--- src/rtl/sr_cmd_conditioner_pkg.sv ---
// rtl/sr_cmd_conditioner_pkg.sv - shared constants, types and arbitration rule for the SR command conditioner
package sr_cmd_conditioner_pkg;

    localparam int DEB_CYCLES_DEF = 4;
    localparam int CNT_W_DEF      = 3;

    typedef struct packed {
        logic s;
        logic r;
        logic conflict;
    } cmd_out_t;

    // Clear wins a tie; the losing set request is discarded rather than deferred.
    function automatic cmd_out_t arbitrate(input logic req_set, input logic req_clr);
        cmd_out_t c;
        c.r        = req_clr;
        c.s        = req_set & ~req_clr;
        c.conflict = req_set & req_clr;
        return c;
    endfunction

endpackage

--- src/rtl/sr_cmd_conditioner_deb_channel.sv ---
// rtl/sr_cmd_conditioner_deb_channel.sv - per-button synchroniser, debouncer and rising-edge request
module sr_cmd_conditioner_deb_channel
    import sr_cmd_conditioner_pkg::*;
#(
    parameter int DEB_CYCLES = DEB_CYCLES_DEF,
    parameter int CNT_W      = CNT_W_DEF
) (
    input  logic i_clk,
    input  logic i_rst_n,
    input  logic i_btn,
    output logic o_lvl,
    output logic o_req
);

    localparam logic [CNT_W-1:0] CNT_MAX = CNT_W'(DEB_CYCLES - 1);

    logic             r_sync1;
    logic             r_sync2;
    logic [CNT_W-1:0] r_cnt;
    logic             r_lvl;
    logic             r_lvl_d;

    always_ff @(posedge i_clk or negedge i_rst_n) begin
        if (!i_rst_n) begin
            r_sync1 <= 1'b0;
            r_sync2 <= 1'b0;
        end else begin
            r_sync1 <= i_btn;
            r_sync2 <= r_sync1;
        end
    end

    // The counter only runs while the synchronised input disagrees with the
    // accepted level, so it stays bounded by CNT_MAX and never wraps.
    always_ff @(posedge i_clk or negedge i_rst_n) begin
        if (!i_rst_n) begin
            r_cnt   <= '0;
            r_lvl   <= 1'b0;
            r_lvl_d <= 1'b0;
        end else begin
            r_lvl_d <= r_lvl;
            if (r_sync2 == r_lvl) begin
                r_cnt <= '0;
            end else if (r_cnt == CNT_MAX) begin
                r_lvl <= ~r_lvl;
                r_cnt <= '0;
            end else begin
                r_cnt <= r_cnt + CNT_W'(1);
            end
        end
    end

    assign o_lvl = r_lvl;
    assign o_req = r_lvl & ~r_lvl_d;

endmodule

--- src/rtl/sr_cmd_conditioner.sv ---
// rtl/sr_cmd_conditioner.sv - debounced, arbitrated one-cycle set/clear pulses for an SR flip-flop
module sr_cmd_conditioner
    import sr_cmd_conditioner_pkg::*;
#(
    parameter int DEB_CYCLES = DEB_CYCLES_DEF,
    parameter int CNT_W      = CNT_W_DEF
) (
    input  logic i_clk,
    input  logic i_rst_n,
    input  logic i_btn_set,
    input  logic i_btn_clr,
    output logic o_s,
    output logic o_r,
    output logic o_conflict,
    output logic o_lvl_set,
    output logic o_lvl_clr
);

    logic     w_req_set;
    logic     w_req_clr;
    cmd_out_t r_out;

    sr_cmd_conditioner_deb_channel #(
        .DEB_CYCLES (DEB_CYCLES),
        .CNT_W      (CNT_W)
    ) u_deb_set (
        .i_clk   (i_clk),
        .i_rst_n (i_rst_n),
        .i_btn   (i_btn_set),
        .o_lvl   (o_lvl_set),
        .o_req   (w_req_set)
    );

    sr_cmd_conditioner_deb_channel #(
        .DEB_CYCLES (DEB_CYCLES),
        .CNT_W      (CNT_W)
    ) u_deb_clr (
        .i_clk   (i_clk),
        .i_rst_n (i_rst_n),
        .i_btn   (i_btn_clr),
        .o_lvl   (o_lvl_clr),
        .o_req   (w_req_clr)
    );

    // Registered so s and r are glitch-free and mutually exclusive at the FF pins.
    always_ff @(posedge i_clk or negedge i_rst_n) begin
        if (!i_rst_n) begin
            r_out <= '0;
        end else begin
            r_out <= arbitrate(w_req_set, w_req_clr);
        end
    end

    assign o_s        = r_out.s;
    assign o_r        = r_out.r;
    assign o_conflict = r_out.conflict;

endmodule

--- config.mk ---
export PLATFORM = sky130hd
export DESIGN_NAME = sr_cmd_conditioner
export DESIGN_NICKNAME = d
export VERILOG_FILES = /design/src/rtl/sr_cmd_conditioner_pkg.sv /design/src/rtl/sr_cmd_conditioner_deb_channel.sv /design/src/rtl/sr_cmd_conditioner.sv
export SDC_FILE = /design/constraint.sdc
export NUM_CORES = 1
export LEC_CHECK = 0
export ABC_AREA = 1
export BUFFER_PORTS_ARGS = -buffer_cell sky130_fd_sc_hd__buf_2
export CAP_MARGIN = 20
export CORE_AREA = 10 10 47 49
export DETAILED_ROUTE_END_ITERATION = 8
export DIE_AREA = 0 0 57 59
export GPL_TIMING_DRIVEN = 0
export PLACE_DENSITY = 0.65
export SLEW_MARGIN = 20
export SYNTH_ARGS = -nofsm -noshare
export SYNTH_HDL_FRONTEND = slang
export SYNTH_HIERARCHICAL = 1
export SYNTH_SLANG_ARGS = --single-unit
--- constraint.sdc ---
create_clock -name i_clk -period 2 [get_ports i_clk]
set_input_delay 0.2 -clock i_clk [delete_from_list [all_inputs] [get_ports i_clk]]
set_output_delay 0.2 -clock i_clk [all_outputs]
set_load 0.01 [all_outputs]
==> results of run 1 <==
stage by stage:
stage               utilization [%]  instances
global placement               48.9         85
global route                   52.2         91
CTS                            51.5         90
finish                         52.2         91
floorplan                         -         61
detailed placement             48.9         85
state kept, by name, indices dropped and copies added (netlist names):
register,count
o_conflict,1
o_r,1
o_s,1
u_deb_clr/o_lvl,1
u_deb_clr/r_cnt,3
u_deb_clr/r_lvl_d,1
u_deb_clr/r_sync1,1
u_deb_clr/r_sync2,1
u_deb_set/o_lvl,1
u_deb_set/r_cnt,3
u_deb_set/r_lvl_d,1
u_deb_set/r_sync1,1
u_deb_set/r_sync2,1
metal layers:
metal  global-route usage [%]  up-vias  wire length [µm]
met1                     5.72      185               395
li1                         -      204                 -
met4                     5.03        0                29
met2                     9.46       10               366
met5                        0        -                 0
met3                     2.58        5                68
placed cells by master (no fill, tap or decap):
master         count
dfrtp_1           17
nand2_1           13
inv_1             11
buf_2              8
nor2_1             8
nand2_2            5
clkbuf_4           3
dlygate4sd3_1      2
inv_2              2
nand3_1            2
ha_1               2
nor2_2             1
clkbuf_1           1
synth_stat cells (all sizes together):
master	count	share of area (%)
nand2	18	13
dfrtp	17	68
inv	13	7.8
nor2	9	5.8
ha	2	4.0
nand3	2	1.6
final timing paths:
path	startpoint	end	slack [ns]	cells past startpoint
hold / removal	i_btn_set	u_deb_set/r_sync1	0.02	1
max in group asynchronous	i_rst_n	u_deb_clr/r_cnt[1]	1.40	2
hold reg to reg	u_deb_clr/r_sync1	u_deb_clr/r_sync2	0.35	0
setup reg to reg	u_deb_clr/r_cnt[0]	u_deb_clr/r_cnt[0]	1.07	4
setup / recovery	u_deb_clr/o_lvl	o_lvl_clr	0.91	1
min in group asynchronous	i_rst_n	u_deb_set/r_lvl_d	0.34	2
area by class of cell:
cell class	instances	area share, %
multi-input cells	31	20.7
repair buffers	10	8.21
clock buffers	4	3.59
well taps	16	2.74
flip-flops and latches	17	58.1
inverters	13	6.67
worst register-to-register path: stages, from the launching register on:
cell and delay, ns:
dfrtp_1 0.39, ha_1 0.23, nand2_2 0.10, nand2_1 0.05
nor2_1 0.10
cell families after synthesis:
family                     after synthesis
buffers and inverters                   13
and+or+nand+nor                         29
adders and majority gates                2
DFF                                     17
where the power goes:
part	switching (mW)	leakage, nW	internal, mW	total, mW
sequential	0.0477	0.216	0.436	0.484
combinational	0.150	0.175	0.102	0.253
clock	0.101	0.0150	0.0775	0.178
total	0.299	0.406	0.616	0.915
==> flow_summary.ini, run 1 <==
[timing]
tns_ns = 0
rsz0062_at_grt = false
skew_ns = 0.00419
final.period_utilization_pct = 54.3
worst_pin_slew_ns = 0.356
worst_hold_slack_ns = 0.0212
hold_viol_final = 0
fin_ws_ns = 0.915
period_minus_slack_ns = 1.09
slew-limit-headroom_pct = 76.2
setup_viol = 0
drv_slew = 0
timing.fmax_mhz = 922

[synthesis]
synth.distinct_cells = 9
synth_fp_nets = 67
yosys.area_share.xor_xnor_pct = 0
netlist_area_um2 = 626
synth.avg_cell_area_um2 = 10.3
synth-compound-area-share_pct = 0
synthMuxAreaShare_pct = 0
synth_adder_area_share_pct = 4.00
ys_ff_latch = 17
synth_cells = 61
synth_top_family_by_area = simple AND/OR/NAND/NOR gates
ys_seq_area_share_pct = 68.0
synth-simple-area-share_pct = 20.2
yosys_warnings = 6

[die]
core_mm2 = 0.00140
start_util_pct = 44.6
num_rows = 14
num_io_pins = 9
dieArea_mm2 = 0.00336
die_w_um = 57
die-height_um = 59

[cells_and_area]
fillers = 137
multi_input_area_um2 = 151
antenna_cells = 0
seq_area_um2 = 425
final_nets = 82
drive_above_1_share_pct = 25.3
post-route-cell-area_um2 = 732
syn2layout_area_growth_pct = 17.0

[cts]
clk_pin_slew_ns = 0.09
cts_hold_buf = 1
cts_root_buffer = clkbuf_4
cts_tree = done
clock_path_buffers = 2
clk_latency_ns = 0.28
cts_resized = 0
numCtsBuffers = 3
cts_setup_buffers = 0
clkSinkCount = 17
htreeDepth = 1

[critical_path]
path_buf_inv = 1
slowest_delay_ns = 0.44
critPathRequiredTime_ns = 1.80
worstSetupStartpointType = register
critPathMaxFanout = 5
criticalPathCategory = register to primary output
critPathSlowestCell = dfrtp_1
end_kind = primary output
arrival_ns = 0.89
crit_family = flip-flops
path_cells = buf_2

[route]
wl_per_cell_um = 9.44
drtIter0Drc = 7
first_pass_iters = 4
postRouteAntennaNets = 0
vias = 404
post_drt_via_cell_ratio = 4.44
drc_errors = 0
drt_wl_total_um = 859

[place]
io_buffers = 8
dpl_worst_slack_ns = 1.08
dpl.hpwl_um = 644
place_area_um2 = 686
gp_congestion = 0.669

[pwr]
p_leak_nw = 0.406
power_density_mw_per_mm2 = 1250
total_power_mw = 0.915
vdd_drop_max_v = 0.000565

[global_routing]
gr-total-overflow = 0
first_global_vias = 368
antenna_found_initial = 0
grt_pass1_wl_mm = 1.54
grt_max_degree = 18
track_usage_pct = 5.89

[hold_path]
holdCritPathClass = input port to register

[job]
cap_viol_max_count = 0

[run_status]
status = complete, no violations
Power figures use the tool's default switching activity.
==> run 2, diff against run 1 <==
Settings changed: CORE_AREA 10 10 47 49 to not set, CORE_MARGIN set to 10, CORE_UTILIZATION set to 46, DIE_AREA 0 0 57 59 to not set, PLACE_DENSITY 0.65 to 0.66.
Clock period 2 ns to 0.9 ns, I/O delays scaled along.
==> run 2 against run 1 <==
Effect of this change:
- the run now ends with negative setup slack left
- non-clock buffer count up 4
- first-iteration DRC count up 71%
- worst setup slack worse by 0.94 ns
- sequential power up 130%
- clock-buffer cell count down 1
- wire length up 16%
- cell area up 12%
- clock power up 130%
- sequential share of layout area down 6.4 points
- die area down 3.8%
==> flow_summary.ini, run 2 (synthesized netlist as in run 1, its figures left out) <==
[critical_path]
path_cells = buf_2
worstSetupStartpointType = register
rr_worst_depth = 3
arrival_ns = 0.83
critPathRequiredTime_ns = 0.81
slowest_delay_ns = 0.40
criticalPathCategory = register to primary output
crit_family = flip-flops
r2r-end = u_deb_clr/r_cnt[1]
critPathSlowestCell = dfrtp_1
path_buf_inv = 1
critPathMaxFanout = 2
end_kind = primary output
r2r_slack_ns = 0.03
cp.depth = 1
reg2reg_from = u_deb_clr/r_cnt[0]

[die]
num_io_pins = 9
core_mm2 = 0.00128
die-height_um = 56.9
dieArea_mm2 = 0.00324
num_rows = 13
die_w_um = 56.9
start_util_pct = 48.7

[cts]
clkSinkCount = 17
clk_latency_ns = 0.29
numCtsBuffers = 3
cts_tree = done
clock_path_buffers = 2
htreeDepth = 1
cts_root_buffer = clkbuf_4
clk_pin_slew_ns = 0.10

[timing]
timing.fmax_mhz = 1080
worst_pin_slew_ns = 0.370
slew-limit-headroom_pct = 75.3
skew_ns = 0.00571
setup_viol = 2
final.period_utilization_pct = 102
hold_viol_final = 0
drv_slew = 0
fin_ws_ns = -0.0225
rsz0062_at_grt = true
period_minus_slack_ns = 0.922

[pwr]
power_density_mw_per_mm2 = 2850
combPwrFrac_pct = 36.2
p_sw_share_pct = 34.6
p_leak_nw = 0.432
switchingPower_mw = 0.811
p_int_mw = 1.53
vdd_drop_max_v = 0.00144
total_power_mw = 2.34
seq_power_share_pct = 46.7
p_clk_share_pct = 17.2

[cells_and_area]
multi_input_area_um2 = 204
syn2layout_area_growth_pct = 31.6
final_core_util_pct = 64.1
fin_cells = 94
top_regs = u_deb_clr/r_cnt (3), u_deb_set/r_cnt (3)
fillers = 112
seq_area_um2 = 425
final_nets = 86
antenna_cells = 0
mostFrequentLayoutCell = dfrtp_1
final_cell_mix = dfrtp_1, inv_1, nand2_1, buf_2, nand2_2
drive_above_1_share_pct = 41.8
post-route-cell-area_um2 = 823

[route]
drt_wl_total_um = 998
first_pass_iters = 4
vias = 414
postRouteAntennaNets = 0
post_drt_via_cell_ratio = 4.40
drtIter0Drc = 12
drc_errors = 0
wl_per_cell_um = 10.6

[global_routing]
grt_max_degree = 18
first_global_vias = 409
antenna_found_initial = 0
gr-total-overflow = 0
grt_pass1_wl_mm = 1.66
track_usage_pct = 6.44

[place]
gp_congestion = 0.692
place_area_um2 = 684
dpl.hpwl_um = 624
place_inst = 84
io_buffers = 8

[job]
cap_viol_max_count = 0

[run_status]
status = complete, but fails checks
violations = negative setup slack

[hold_path]
holdCritPathClass = input port to async pin
run 2: area by class of cell:
cell class	count	area share, %
timing repair buffer	14	11.7
clock buffer	3	2.74
inverter	13	6.23
clock inverter	1	0.608
tap	15	2.28
multi-input combinational	31	24.8
sequential	17	51.7
run 2: worst max-delay path by stage:
stage,startpoint,to
floorplan,u_deb_clr/r_cnt[0],u_deb_clr/r_cnt[0]
global placement,u_deb_clr/r_cnt[0],u_deb_clr/r_cnt[1]
detailed placement,u_deb_clr/r_cnt[0],u_deb_clr/r_cnt[0]
CTS,u_deb_set/o_lvl,o_lvl_set
global route,u_deb_set/o_lvl,o_lvl_set
finish,u_deb_clr/o_lvl,o_lvl_clr
run 2: routing by layer:
metal / up-vias / GRT usage [%] / wire (µm)
li1: 216 / - / -
met1: 185 / 6.70 / 431
met2: 9 / 9.61 / 447
met3: 4 / 3.15 / 91
met4: 0 / 5.03 / 27
met5: - / 0 / 0
run 2: stage by stage:
| stage | hold slack (ns) | TNS [ns] | worst slack, ns |
|---|---|---|---|
| 3_5_place_dp | 0.0260 | -0.0235 | -0.0126 |
| 4_1_cts | 0.236 | -0.0525 | -0.0263 |
| 2_1_floorplan | -0.206 | 0 | 0.0448 |
| 3_3_place_gp | 0.0265 | -0.00786 | -0.00786 |
| 5_1_grt | 0.265 | -0.274 | -0.0580 |
| 6_report | 0.236 | -0.0313 | -0.0225 |
run 2: power groups by stage:
stage               sequential, mW  combinational (mW)  clock, mW
floorplan                     1.12               0.349          0
global placement              1.09               0.551          0
detailed placement            1.10               0.567          0
CTS                           1.07               0.726      0.423
global route                  1.11               0.966      0.452
finish                        1.09               0.848      0.402
run 2: worst register-to-register path, delay by kind of cell, from the launching register on:
| family | cells | cell delay (ns) |
|---|---|---|
| adders and majority gates | 1 | 0.28 |
| and+or+nand+nor | 2 | 0.10 |
| DFF | 1 | 0.42 |
run 2: timing repair:
action / 4_1_cts / 5_1_grt
hold buffers: 3 / 0
gates resized for setup: 3 / 13
cloned: 0 / 0
setup buffers: 3 / 0
setup endpoints to repair: 9 / 14
pin swaps: 0 / 7
endpoints found under the hold margin: 19 / 0
